<file path="src/rtl/nd_2to1.sv">
// nd_2to1: two-input, one-output four-phase message merge node with round-robin arbitration.
// Define NS_ND_2TO1_RED_CHECK_EN to drop messages whose red field fails the src^dst^dat check.

`ifndef NS_ADDRESS_SIZE
`define NS_ADDRESS_SIZE 8
`endif
`ifndef NS_DATA_SIZE
`define NS_DATA_SIZE 16
`endif
`ifndef NS_REDUN_SIZE
`define NS_REDUN_SIZE 8
`endif

module nd_2to1 #(
  parameter int ASZ = `NS_ADDRESS_SIZE,
  parameter int DSZ = `NS_DATA_SIZE,
  parameter int RSZ = `NS_REDUN_SIZE
) (
  input  logic           i_clk,
  input  logic           reset,
  input  logic [ASZ-1:0] i0_src,
  input  logic [ASZ-1:0] i0_dst,
  input  logic [DSZ-1:0] i0_dat,
  input  logic [RSZ-1:0] i0_red,
  input  logic           i0_req,
  output logic           i0_ack,
  input  logic [ASZ-1:0] i1_src,
  input  logic [ASZ-1:0] i1_dst,
  input  logic [DSZ-1:0] i1_dat,
  input  logic [RSZ-1:0] i1_red,
  input  logic           i1_req,
  output logic           i1_ack,
  output logic [ASZ-1:0] o0_src,
  output logic [ASZ-1:0] o0_dst,
  output logic [DSZ-1:0] o0_dat,
  output logic [RSZ-1:0] o0_red,
  output logic           o0_req,
  input  logic           o0_ack,
  output logic           o_red_err
);

  typedef enum logic [1:0] {
    ST_IDLE,
    ST_REQ,
    ST_ACK_WAIT
  } state_t;

  state_t state;
  state_t state_next;

  logic [ASZ-1:0] buf0_src;
  logic [ASZ-1:0] buf0_dst;
  logic [DSZ-1:0] buf0_dat;
  logic [RSZ-1:0] buf0_red;
  logic [ASZ-1:0] buf1_src;
  logic [ASZ-1:0] buf1_dst;
  logic [DSZ-1:0] buf1_dat;
  logic [RSZ-1:0] buf1_red;
  logic           full0;
  logic           full1;
  logic           last_sel;

  logic           accept0;
  logic           accept1;
  logic           good0;
  logic           good1;
  logic           load;
  logic           sel;

  assign accept0 = i0_req && !i0_ack && !full0;
  assign accept1 = i1_req && !i1_ack && !full1;

`ifdef NS_ND_2TO1_RED_CHECK_EN
  function automatic logic red_ok(input logic [ASZ-1:0] src,
                                  input logic [ASZ-1:0] dst,
                                  input logic [DSZ-1:0] dat,
                                  input logic [RSZ-1:0] red);
    return (RSZ'(src) ^ RSZ'(dst) ^ RSZ'(dat)) == red;
  endfunction

  logic red_err;

  assign good0 = red_ok(i0_src, i0_dst, i0_dat, i0_red);
  assign good1 = red_ok(i1_src, i1_dst, i1_dat, i1_red);

  // A failing message is still acked, but never marks its buffer full.
  always_ff @(posedge i_clk) begin
    if (!reset) begin
      red_err <= 1'b0;
    end else if ((accept0 && !good0) || (accept1 && !good1)) begin
      red_err <= 1'b1;
    end
  end

  assign o_red_err = red_err;
`else
  assign good0 = 1'b1;
  assign good1 = 1'b1;
  assign o_red_err = 1'b0;
`endif

  // Accept and consume of the same buffer are mutually exclusive via full_k.
  always_ff @(posedge i_clk) begin
    if (!reset) begin
      i0_ack <= 1'b0;
      full0  <= 1'b0;
    end else if (accept0) begin
      i0_ack <= 1'b1;
      full0  <= good0;
    end else begin
      if (i0_ack && !i0_req) i0_ack <= 1'b0;
      if (load && !sel) full0 <= 1'b0;
    end
  end

  always_ff @(posedge i_clk) begin
    if (!reset) begin
      i1_ack <= 1'b0;
      full1  <= 1'b0;
    end else if (accept1) begin
      i1_ack <= 1'b1;
      full1  <= good1;
    end else begin
      if (i1_ack && !i1_req) i1_ack <= 1'b0;
      if (load && sel) full1 <= 1'b0;
    end
  end

  always_ff @(posedge i_clk) begin
    if (accept0) begin
      buf0_src <= i0_src;
      buf0_dst <= i0_dst;
      buf0_dat <= i0_dat;
      buf0_red <= i0_red;
    end
    if (accept1) begin
      buf1_src <= i1_src;
      buf1_dst <= i1_dst;
      buf1_dat <= i1_dat;
      buf1_red <= i1_red;
    end
  end

  always_ff @(posedge i_clk) begin
    if (!reset) state <= ST_IDLE;
    else        state <= state_next;
  end

  // On a tie the input that did not win last time is chosen.
  always_comb begin
    state_next = state;
    load       = 1'b0;
    sel        = 1'b0;
    case (state)
      ST_IDLE: begin
        if (!o0_ack && (full0 || full1)) begin
          load       = 1'b1;
          sel        = (full0 && full1) ? !last_sel : full1;
          state_next = ST_REQ;
        end
      end
      ST_REQ: begin
        if (o0_ack) state_next = ST_ACK_WAIT;
      end
      ST_ACK_WAIT: begin
        if (!o0_ack) state_next = ST_IDLE;
      end
      default: state_next = ST_IDLE;
    endcase
  end

  always_ff @(posedge i_clk) begin
    if (!reset) begin
      o0_req   <= 1'b0;
      o0_src   <= '0;
      o0_dst   <= '0;
      o0_dat   <= '0;
      o0_red   <= '0;
      last_sel <= 1'b1;
    end else if (load) begin
      o0_req   <= 1'b1;
      last_sel <= sel;
      if (sel) begin
        o0_src <= buf1_src;
        o0_dst <= buf1_dst;
        o0_dat <= buf1_dat;
        o0_red <= buf1_red;
      end else begin
        o0_src <= buf0_src;
        o0_dst <= buf0_dst;
        o0_dat <= buf0_dat;
        o0_red <= buf0_red;
      end
    end else if (state == ST_REQ && o0_ack) begin
      o0_req <= 1'b0;
    end
  end

endmodule

</file>
<file path="config.mk">
export PLATFORM = sky130hd
export DESIGN_NAME = nd_2to1
export DESIGN_NICKNAME = d
export VERILOG_FILES = /design/src/rtl/nd_2to1.sv
export SDC_FILE = /design/constraint.sdc
export NUM_CORES = 1
export LEC_CHECK = 0
export BUFFER_PORTS_ARGS = -buffer_cell sky130_fd_sc_hd__buf_2
export CAP_MARGIN = 20
export CORE_ASPECT_RATIO = 2
export CORE_MARGIN = 5
export CORE_UTILIZATION = 52
export CTS_CLUSTER_SIZE = 40
export DETAILED_ROUTE_END_ITERATION = 7
export PLACE_DENSITY = 0.79
export SETUP_SLACK_MARGIN = 0.5
export SYNTH_ARGS = -nofsm -noshare
export SYNTH_HDL_FRONTEND = slang
export SYNTH_SLANG_ARGS = --single-unit
export TNS_END_PERCENT = 20
</file>
<file path="constraint.sdc">
create_clock -name i_clk -period 3.8 [get_ports i_clk]
set_input_delay 0.76 -clock i_clk [delete_from_list [all_inputs] [get_ports i_clk]]
set_output_delay 0.76 -clock i_clk [all_outputs]
set_load 0.01 [all_outputs]
</file>
After elaboration in Yosys (flattened, before gate mapping)
Index checks and enable logic that the tools add are counted.
Cells by class
  eq/ne operators: 5
  muxes and demuxes: 23
  reductions and logical operators: 28
Operator list (number)
  $mux 8: 3
  $mux 16: 1
  $mux 1: 15
  $logic_and 1x1->1: 11
  $reduce_bool 2->1: 5
  $logic_not 1->1: 9
  $mux 2: 3
  $ne 2x2->1 const B: 3
  $pmux 2 s3: 1
  $reduce_and 3->1: 1
  $eq 2x1->1 const B: 1
  $eq 2x2->1 const B: 1
  $logic_not 2->1: 1
  $logic_or 1x1->1: 1
Storage, ports and cells
  bits in registers: 128
  bits of input ports: 85
  output and inout bits: 44
  word-level logic and storage cells: 75

Longest topological paths before layout
Gate-level depths: netlist of run 1.
  depth after elaboration: 8
  gate-level depth with buffers: 7

Worst setup path before layout of run 1
OpenSTA, ideal clock, no wires.
  kind: input port to flip-flop
  from: input i1_req
  to: register buf1_dat[0] (enable)
  library setup time: 0.442 ns
  data arrival time: 2.721 ns
  data required time: 3.358 ns
  setup slack: 0.637 ns
  stages on the path: 2
  buffers on the path: 0
  path through: nor2b_1 > nor2b_1
On the way
  longest elaborated chain between the ends: 2
Ends and longest elaborated chain
  start: declaration: line 31  | input logic i1_req,
  $logic_and 1x1->1 (2 in series): line 71  | assign accept1 = i1_req && !i1_ack && !full1;
  net accept1: line 64  | logic accept1;
  end signal: assignment: line 139  | buf1_dat <= i1_dat;
  end: declaration: line 57  | logic [DSZ-1:0] buf1_dat;
The timed path passes the listed nets, and every way through them passes these cells.
A chain may end at the register's enable or synchronous reset.

Worst setup path in the final report of run 1
  from: input i1_req
  to: register buf1_dat[4] (enable)
Same word-level chain as after synthesis.

==> key figures, run 1 <==
Setup path
  – Worst EP arrival: a little over 2 ns
  – R2r setup slk: 1.93 ns
  – FF-to-FF path depth: 4
  – Worst r2r dst: o0_src[6]$_SDFFE_PN0N_
  – R2r startpoint: full0$_SDFFE_PN0P_
  – CP endpoint kind: flip-flop
  – Critical path type: primary input to flip-flop
  – WP data required: ~3.9 ns
  – Critical Path Source Type: primary input
  – Crit Path Max Fanout: 25

Route
  – Routed via count: ~3100
  – DRT iter0 DRCs: 175
  – Number of remaining DRC errors: 0
  – Wire per inst: 17.42 um
  – Antenna-violating nets left: 0
  – First-pass DRT Iterations: 5
  – Vias per cell: between 5 and 6
  – WL final: between 10 and 15 mm

Global route
  – Met1 usage: a little under a fifth
  – M2 GR Usage: roughly a third
  – Number of global-route vias before repair: between 3000 and 4000
  – Remaining global-route overflow: 0
  – Most Crowded Layer GR: met2
  – Largest net degree at the start of global routing: 43
  – First-pass GRT wire length: between 15 and 20 mm
  – Grt met3 use: ~4.5%
  – Total GRT Usage: between 10% and 20%
  – Antenna violations before repair: 0

Timing
  – RSZ-0062 raised after global routing: false
  – Worst Tran Pin Value: approximately 0.75 ns
  – Post-route minimum period: slightly below 2 ns
  – Final clock skew: around 0.0097 ns
  – Setup TNS: 0 ns
  – Setup-failing EPs final: 0
  – Final period utilization: between 50% and 60%
  – Slew HR: 49.85%
  – Fmax: ~520 MHz
  – Hold Vio Cnt, Final: 0
  – Slew Viols, Final: 0

Pwr
  – P_leak: between 2 and 2.5 nW
  – NetSw: 0.8649 mW
  – Fraction of power consumed by the clock network: 44.2%
  – Comb pwr share: a little under an eighth
  – Internal power: approximately 2.8 mW
  – Reg power frac: 44.6%
  – Worst vdd ir: 0.6523 mV
  – Switching share of power: 23.42%
  – Pwr dens: 599.6 nW/um^2

Die
  – Core Area: roughly 9000 sq um
  – Die Area: between 10000 and 15000 sq um
  – Die Y: roughly 150 um
  – Die X: about 78 um
  – Starting density of the core: between 50 and 60%
  – I/O Pins: between 100 and 150
  – Cell Rows: between 40 and 50

Placed design
  – I/O Buffers: 127
  – Placed Area: ~5500 sq um
  – Post-DP HPWL: roughly 6.6 mm
  – Routability cong.: between 0.7 and 0.8
  – Dpl cells: ~550

Clock tree
  – Root Buffer: clkbuf_16
  – Skew-Pair Late Insertion Delay: around 0.4 ns
  – CTS Buf Count: 17
  – Hold_buf cts: 0
  – TritonCTS clock tree: built
  – Clock sink total: between 100 and 150
  – H-tree levels: 4
  – Buffer count from post-CTS setup fixing: 0
  – PostCTS Resize Cnt: 0
  – Clk buf depth: 2
  – Worst-path clk slew: 0.06 ns

Synth
  – Combinational family with the most area after synthesis: compound AO/OA/AOI/OAI gates
  – Seq cells post-synth: roughly 130
  – EDFF count, synth: 80
  – Post-synthesis xor/xnor area fraction: 0%
  – Sequential share of the synthesized area: 69.91%
  – Synth area leader: edfxtp_1
  – Post-Syn Nets: around 430
  – Mapped Area: 4811 sq um
  – Gate Count Post-Synth: 349
  – Post-Synth Adder-Cell Area: 0%
  – Top post-synthesis cells by area: edfxtp_1 50%, dfxtp_1 20%, a311oi_2 12%, nand2_1 6.5%, a21oi_1 4.7%
  – Syn avg cell area: 13.78 sq um
  – Post-synthesis mux area share: 0%
  – Area share of the largest cell type after synthesis: between 40% and 50%
  – Netlist cell types: 26
  – Ys Warns: 0
  – Top_reg_cell synth: edfxtp_1
  – Post-Synth Simple-Gate Area: 7.724%
  – Post-synth ARST share: 0%
  – Compound-Gate Fraction of Synth Area: around 18%

Final layout
  – Final nets: about 560
  – Antenna diode count: 0
  – Final instance area: 6160 sq um
  – Commonest non-fill, non-tap cell in the layout: buf_2
  – Layout cells sized above 1: a little over two fifths
  – Most frequent cells in the layout: 127 x buf_2, 83 x nand2_1, 80 x edfxtp_1
  – Synth-to-Final Area Change: 28.04%
  – Filler cells: approximately 620
  – Post-Layout Cell Count: slightly below 600

Flow run
  – Max_cap viols: 0

Hold path
  – Hold Crit Class: flip-flop to flip-flop
  – Hold Path Origin: i1_ack$_SDFFE_PN0P_
  – Hold Path Sink: i1_ack$_SDFFE_PN0P_
  – WHS Path Cells: 2

Outcome
  – Status: complete, no violations
[cells by family after synthesis]
| group | count (synthesis) |
|---|---|
| buf+inv | 34 |
| compound gates | 93 |
| other cells | 1 |
| flops | 128 |
| simple gates | 93 |
[layer usage]
| metal | part of all wire [%] | up-vias |
|---|---|---|
| li1 | - | 1542 |
| met5 | 0 | - |
| met1 | 35 | 1477 |
| met2 | 57 | 109 |
| met3 | 5.0 | 18 |
| met4 | 2.8 | 0 |
[layout make-up]
cell class	count	area, sq um	share of cell area, %
clock buffer	21	493.0	8.003
clock inverter	11	126.4	2.052
inverter	5	18.77	0.3047
multi-input combinational	187	1290	20.94
sequential	128	3363	54.60
tap	102	127.6	2.072
timing repair buffer	134	740.7	12.03
[worst max path at each step]
stage	startpoint	end	slack (ns)	depth (start not counted)
after global routing	i1_req	buf1_red[0]$_DFFE_PP_	1.76	4
after global placement	i0_req	buf0_dat[1]$_DFFE_PP_	1.44	3
final	i1_req	buf1_dat[4]$_DFFE_PP_	1.86	4
after CTS	full1$_SDFFE_PN0P_	o0_red[3]$_SDFFE_PN0N_	1.73	3
after detailed placement	i0_req	buf0_dat[1]$_DFFE_PP_	1.40	3
after floorplan	i1_req	buf1_dat[0]$_DFFE_PP_	0.64	2
[stage by stage]
step | hold slack [ns] | worst slack [ns] | util (%) | total power, mW
after floorplan | 0.4616 | 0.6365 | - | 1.941
after global placement | 0.4457 | 1.438 | 60.64 | 2.068
after detailed placement | 0.4558 | 1.402 | 60.64 | 2.081
after CTS | 0.4645 | 1.732 | 67.51 | 3.721
after global routing | 0.4852 | 1.761 | 68.35 | 3.835
final | 0.4646 | 1.864 | 68.35 | 3.693
[critical path, stage by stage]
cell	delay (ns)
buf_2	0.09
nor2b_1	0.16
nor2b_4	0.66
buf_4	0.36
[registers in the layout, summed over array words and instances, names as in the netlist]
name / flops
i0_ack: 1
i1_ack: 1
buf1_dst: 8
o0_dat: 16
buf0_dst: 8
buf0_dat: 16
buf0_src: 8
last_sel: 1
o0_dst: 8
buf1_red: 8
o0_red: 8
o0_req: 1
full1: 1
buf0_red: 8
full0: 1
state: 2
buf1_src: 8
buf1_dat: 16
o0_src: 8
[synth_stat cells, types with 2 or more instances]
master and n:
a21oi_1 45, a311oi_1 2, a311oi_2 38, buf_2 9
buf_6 6, clkbuf_1 12, dfxtp_1 48, edfxtp_1 80
inv_1 5, nand2_1 83, nand2b_1 2, nand3_1 2
nor2b_1 4
[power groups by stage]
| stage | Combinational (mW) | Clock [mW] | Sequential (mW) |
|---|---|---|---|
| 2_1_floorplan | 0.253 | 0 | 1.69 |
| 3_3_place_gp | 0.397 | 0 | 1.67 |
| 3_5_place_dp | 0.407 | 0 | 1.67 |
| 4_1_cts | 0.409 | 1.66 | 1.65 |
| 5_1_grt | 0.457 | 1.72 | 1.66 |
| 6_report | 0.416 | 1.63 | 1.65 |
No activity file was read; power rests on OpenSTA's default activity.
==> inputs of run 2 (changes only) <==
Clock period 3.8 ns to 1.8 ns, I/O delays scaled along.
==> key figures, run 2 (synthesized netlist as in run 1, its figures left out) <==
Timing
  – Final clock skew: 0.009111 ns (-0.0005639 ns)
  – RSZ-0062 raised after global routing: true
  – Setup-failing EPs final: 0 (unchanged)
  – Hold Vio Cnt, Final: 0 (unchanged)
  – Worst Tran Pin Value: 0.6325 ns (-0.1181 ns)
  – Final period utilization: between 70% and 80%
  – Setup TNS: 0 ns (unchanged)
  – Post-route minimum period: roughly 1.3 ns
  – Fmax: about 760 MHz
  – Slew HR: 57.77% (+7.9 points)
  – Slew Viols, Final: 0 (unchanged)

Route
  – WL final: 10.86 mm (+6.1%)
  – DRT iter0 DRCs: 144 (-18%)
  – Vias per cell: 5.398 (+0.89%)
  – Number of remaining DRC errors: 0 (unchanged)
  – M1 WL: 3.557 mm (-0.89%)
  – Antenna-violating nets left: 0 (unchanged)
  – Routed wire length on met3: 604 um (+18%)
  – Top routing layer in use: met4
  – Wire per inst: 18.02 um (+3.4%)
  – Routed wire length on met2: 6.376 mm (+8.9%)
  – First-pass DRT Iterations: 5 (unchanged)
  – Routed via count: 3255 (+3.5%)

Setup path
  – Worst path top cell family by delay: compound AO/OA/AOI/OAI gates
  – Critical path buffer and inverter count: 2 (unchanged)
  – Crit path launch: full1$_SDFFE_PN0P_
  – Critical path type: flip-flop to flip-flop
  – Critical Path Source Type: flip-flop
  – FF-to-FF path depth: 5 (+1)
  – Max incr delay on CP: 0.39 ns (-0.27 ns)
  – Worst path depth: 5 (+1)
  – Cell chain of the critical path: a21boi_4 -> buf_12 -> clkbuf_16 -> nand2_1 -> a311oi_2
  – Worst r2r dst: o0_red[0]$_SDFFE_PN0N_
  – WP data required: 2.11 ns (-1.78 ns)
  – CP max-delay cell: dfxtp_4
  – Worst EP arrival: 1.63 ns (-0.40 ns)
  – R2r startpoint: full1$_SDFFE_PN0P_
  – R2r setup slk: 0.49 ns (-1.44 ns)
  – Crit Path Max Fanout: 11 (-56%)
  – CP endpoint kind: flip-flop
  – CP endpoint: o0_red[0]$_SDFFE_PN0N_

Clock tree
  – TritonCTS clock tree: built
  – Root Buffer: clkbuf_16
  – Clk buf depth: 2 (unchanged)
  – CTS Buf Count: 17 (unchanged)
  – H-tree levels: 4 (unchanged)
  – Worst-path clk slew: 0.06 ns (about the same)
  – Skew-Pair Late Insertion Delay: 0.40 ns (about the same)
  – Hold_buf cts: 0 (unchanged)
  – Clock sink total: 128 (unchanged)

Final layout
  – Antenna diode count: 0 (unchanged)
  – Top flop regs: buf0_dat: 16 flops, buf1_dat: 16 flops, o0_dat: 16 flops
  – Commonest non-fill, non-tap cell in the layout: buf_2
  – Layout cells sized above 1: 45.31% (+2.1 points)
  – FF/Latch Area: 3371 sq um (+0.22%)
  – Multi-input logic area: 1311 sq um (+1.6%)
  – Final nets: 573 (+2.7%)
  – Most frequent cells in the layout: 127 x buf_2, 83 x nand2_1, 80 x edfxtp_1
  – Synth-to-Final Area Change: 32.95%
  – Fin util: 70.97% (+2.6 points)
  – Filler cells: 623 (+0.32%)

Global route
  – Number of global-route vias before repair: 3357 (+2.5%)
  – Largest net degree at the start of global routing: 34 (-21%)
  – Antenna violations before repair: 0 (unchanged)
  – Remaining global-route overflow: 0 (unchanged)
  – Total GRT Usage: 18.56% (+0.14 points)
  – First-pass GRT wire length: 16.24 mm (+1.2%)

Die
  – Cell Rows: 49 (unchanged)
  – Die Area: 11390 sq um (unchanged)
  – Die Y: 146.0 um (unchanged)
  – Die X: 78.02 um (unchanged)
  – Core Area: 9012 sq um (unchanged)
  – Starting density of the core: 53.38% (unchanged)
  – I/O Pins: 129 (unchanged)

Pwr
  – P_leak: 2.551 nW (+4.4%)
  – NetSw: 1.821 mW (+110%)
  – Pwr dens: 1242 nW/um^2 (+110%)
  – Fraction of power consumed by the clock network: 43.3% (-0.9 points)
  – Internal power: 6.124 mW (+120%)
  – Reg power frac: 43.8% (-0.8 points)
  – Worst vdd ir: 0.8158 mV (+25%)
  – Switching share of power: 22.92% (-0.50 points)
  – Comb pwr share: 12.9% (+1.6 points)

Placed design
  – I/O Buffers: 127 (unchanged)
  – Routability cong.: 0.7937 (+1.2%)
  – Post-DP HPWL: 7.376 mm (+11%)

Hold path
  – Hold Path Origin: i1_dat[10]
  – Hold Crit Class: primary input to flip-flop

Outcome
  – Status: complete, no violations

Flow run
  – Max_cap viols: 0 (unchanged)
run 2: metal layers:
layer	vias to the layer above	global-route usage (%)
met5	-	0
met4	0	9.222
met3	24	5.795
met2	109	35.01
met1	1550	17.13
li1	1572	-
run 2: cell type report:
class,instances,share of cell area (%)
inverters,5,0.2934
clock buffers,19,6.768
flip-flops and latches,128,52.70
well taps,102,1.995
repair buffers,149,15.10
multi-input cells,187,20.50
clock inverters,13,2.641
run 2: how the worst min path moves through the flow:
stage	to	cells past startpoint
final	buf1_dat[10]$_DFFE_PP_	1
after global routing	buf0_dat[4]$_DFFE_PP_	1
after CTS	buf0_src[1]$_DFFE_PP_	1
after detailed placement	i1_ack$_SDFFE_PN0P_	2
after global placement	i0_ack$_SDFFE_PN0P_	2
after floorplan	buf0_dat[0]$_DFFE_PP_	0
run 2: power by group through the flow:
stage | Combinational [mW] | Sequential (mW) | Clock (mW)
after floorplan | 0.542 | 3.56 | 0
after global placement | 0.886 | 3.53 | 0
after CTS | 0.959 | 3.48 | 3.49
final | 1.02 | 3.48 | 3.44
after detailed placement | 0.916 | 3.53 | 0
after global routing | 1.10 | 3.50 | 3.66
run 2: what timing repair did:
action | in CTS | in global routing
cloned | 0 | 3
gates resized for setup | 14 | 4
buffers inserted | 1 | 2
pin swaps | 0 | 8
endpoints found under the setup margin | 68 | 65
run 2: worst register-to-register path, cell delays in order, from the launching register on:
cell and delay, ns:
dfxtp_4 0.39, a21boi_4 0.21, buf_12 0.15, clkbuf_16 0.16
nand2_1 0.07, a311oi_2 0.25
run 2: stage by stage:
step / std cells / area [sq um] / total power, mW / setup slack (ns) / hold WS (ns)
2_1_floorplan: 349 / 4841 / 4.102 / 0.2605 / 0.4589
3_3_place_gp: 565 / 5608 / 4.414 / 0.3334 / 0.4774
3_5_place_dp: 565 / 5608 / 4.450 / 0.2817 / 0.4892
4_1_cts: 598 / 6277 / 7.925 / 0.4670 / 0.1089
5_1_grt: 603 / 6396 / 8.262 / 0.4427 / 0.1065
6_report: 603 / 6396 / 7.944 / 0.4868 / 0.1270
==> inputs of run 3 (changes only) <==
Settings changed: CORE_UTILIZATION 52 to 47, PLACE_DENSITY 0.79 to 0.75.
Clock period 1.8 ns to 1.1 ns, I/O delays scaled along.
==> key figures, run 3 (synthesized netlist as in run 1, its figures left out) <==
Final layout
  – Final instance area: 6974 sq um (+9.0%)
  – Top flop regs: buf0_dat: 16 flops, buf1_dat: 16 flops, o0_dat: 16 flops
  – Most frequent cells in the layout: 84 x buf_2, 80 x edfxtp_1, 73 x nand2_1
  – Synth-to-Final Area Change: 44.97%
  – Filler cells: 694 (+11%)
  – Layout cells sized above 1: 58.67% (+13 points)
  – Fin util: 69.16% (-1.8 points)
  – Commonest non-fill, non-tap cell in the layout: buf_2
  – Final nets: 585 (+2.1%)

Placed design
  – Routability cong.: 0.7799 (-1.7%)
  – Post-DP HPWL: 7.978 mm (+8.2%)
  – Placed Area: 5829 sq um (+3.9%)
  – I/O Buffers: 127 (unchanged)
  – Post-place setup slack: -0.2550 ns (-0.5367 ns)

Setup path
  – Crit Path Max Fanout: 10 (-1)
  – Critical path type: flip-flop to flip-flop
  – R2r startpoint: full1$_SDFFE_PN0P_
  – FF-to-FF path depth: 4 (-1)
  – Worst EP arrival: 1.62 ns (about the same)
  – CP endpoint kind: flip-flop
  – Crit path launch: full1$_SDFFE_PN0P_
  – Critical Path Source Type: flip-flop
  – WP data required: 1.41 ns (-0.70 ns)

Timing
  – Setup WS post-layout: -0.2065 ns (-0.6933 ns)
  – Slew Viols, Final: 0 (unchanged)
  – Hold Vio Cnt, Final: 59 (+59)
  – RSZ-0062 raised after global routing: true
  – Hold WS: -0.01733 ns (-0.1443 ns)
  – Setup-failing EPs final: 126 (+126)
  – Final clock skew: 0.008784 ns (-0.0003271 ns)
  – Fmax: 765.4 MHz (+0.51%)
  – Final period utilization: 118.8% (+46 points)
  – Post-route minimum period: 1.306 ns (-0.006708 ns)

Outcome
  – Status: complete, but fails checks
  – Failing checks: negative hold slack, negative setup slack

Pwr
  – P_leak: 2.699 nW (+5.8%)
  – Worst vdd ir: 1.662 mV (+100%)
  – Comb pwr share: 14.6% (+1.7 points)
  – Reg power frac: 42.9% (-0.9 points)
  – Pwr dens: 1926 nW/um^2 (+55%)
  – NetSw: 3.195 mW (+75%)
  – Switching share of power: 23.78% (+0.86 points)
  – Fraction of power consumed by the clock network: 42.5% (-0.8 points)
  – Internal power: 10.24 mW (+67%)

Hold path
  – Hold Crit Class: primary input to flip-flop
  – WHS Path Cells: 1 (unchanged)
  – Hold Path Origin: i1_src[0]

Global route
  – Largest net degree at the start of global routing: 29 (-15%)
  – Antenna violations before repair: 2 (+2)
  – Remaining global-route overflow: 0 (unchanged)
  – First-pass GRT wire length: 17.75 mm (+9.4%)
  – Number of global-route vias before repair: 3614 (+7.7%)
  – Total GRT Usage: 19.27% (+0.71 points)

Route
  – First-pass DRT Iterations: 4 (-1)
  – WL final: 11.55 mm (+6.3%)
  – Routed via count: 3377 (+3.7%)
  – Vias per cell: 5.195 (-3.8%)
  – Wire per inst: 17.77 um (-1.4%)
  – Routed wire length on met2: 6.502 mm (+2.0%)
  – Top routing layer in use: met4
  – M1 WL: 3.910 mm (+9.9%)
  – Antenna-violating nets left: 0 (unchanged)
  – Routed wire length on met3: 604 um (unchanged)
  – DRT iter0 DRCs: 114 (-21%)
  – Number of remaining DRC errors: 0 (unchanged)

Die
  – I/O Pins: 129 (unchanged)
  – Starting density of the core: 47.70% (-5.7 points)
  – Cell Rows: 52 (+6.1%)
  – Die X: 81.54 um (+4.5%)
  – Die Area: 12480 sq um (+9.6%)
  – Core Area: 10080 sq um (+12%)
  – Die Y: 153.1 um (+4.8%)

Clock tree
  – H-tree levels: 4 (unchanged)
  – CTS Buf Count: 17 (unchanged)
  – TritonCTS clock tree: built
  – Clock sink total: 128 (unchanged)
  – Clk buf depth: 2 (unchanged)
  – Root Buffer: clkbuf_16
  – Skew-Pair Late Insertion Delay: 0.41 ns (about the same)
  – Worst-path clk slew: 0.06 ns (about the same)

Flow run
  – Max_cap viols: 0 (unchanged)
## run 3: changes by cell type in the layout (fill, tap and decap cells not counted), sizes merged
cell	previous run	this run
clkbuf	22	20
diode	0	2
bufinv	4	3
inv	5	7
buf	146	160
clkinv	6	5
## run 3: path summary, 6_finish.rpt
check	endpoint	slack [ns]
worst min register to register	o0_req$_SDFFE_PN0P_	0.52
worst max register to register	o0_dat[11]$_SDFFE_PN0N_	-0.21
worst max-delay path	o0_dat[11]$_SDFFE_PN0N_	-0.21
worst min-delay path	buf1_src[0]$_DFFE_PP_	-0.02
## run 3: repair_timing
action,in CTS,in global routing
cloned,0,2
hold endpoints to repair,78,78
endpoints found under the setup margin,171,171
pin swaps,3,24
buffers inserted,0,2
resized for setup,86,46
## run 3: worst max-delay path: stages, from the launching register on
cell and delay [ns]:
dfxtp_4 0.36, o21ba_4 0.24, and2_4 0.20, buf_12 0.15, a311oi_2 0.27
## run 3: final cells by class
class	instances	area, sq um	share of cell area, %
Sequential cell	128	3428	49.16
Multi-Input combinational cell	187	1371	19.66
Timing Repair Buffer	161	1369	19.63
Clock buffer	19	454.2	6.512
Tap cell	135	168.9	2.422
Clock inverter	13	158.9	2.278
Inverter	5	18.77	0.2691
Antenna cell	2	5.005	0.07176
## run 3: layer usage
layer / up-vias / track usage [%]
met1: 1615 / 20.24
met4: 0 / 12.17
met2: 120 / 32.80
met3: 39 / 5.124
li1: 1603 / -
met5: - / 0
## run 3: metrics by stage
stage	total power, mW	TNS, ns	cells	hold WS [ns]
floorplan	6.707	-45.74	349	0.3189
global placement	7.367	-17.34	612	0.3970
detailed placement	7.434	-20.93	612	0.3981
CTS	13.37	-11.85	644	-0.03273
global route	13.93	-17.33	650	-0.03737
finish	13.43	-12.46	650	-0.01733
## run 3: power by group through the flow
| stage | clock, mW | sequential, mW | combinational (mW) |
|---|---|---|---|
| global placement | 0 | 5.77 | 1.60 |
| detailed placement | 0 | 5.78 | 1.65 |
| CTS | 5.78 | 5.75 | 1.84 |
| global route | 6.02 | 5.80 | 2.12 |
| floorplan | 0 | 5.82 | 0.883 |
| finish | 5.70 | 5.77 | 1.96 |
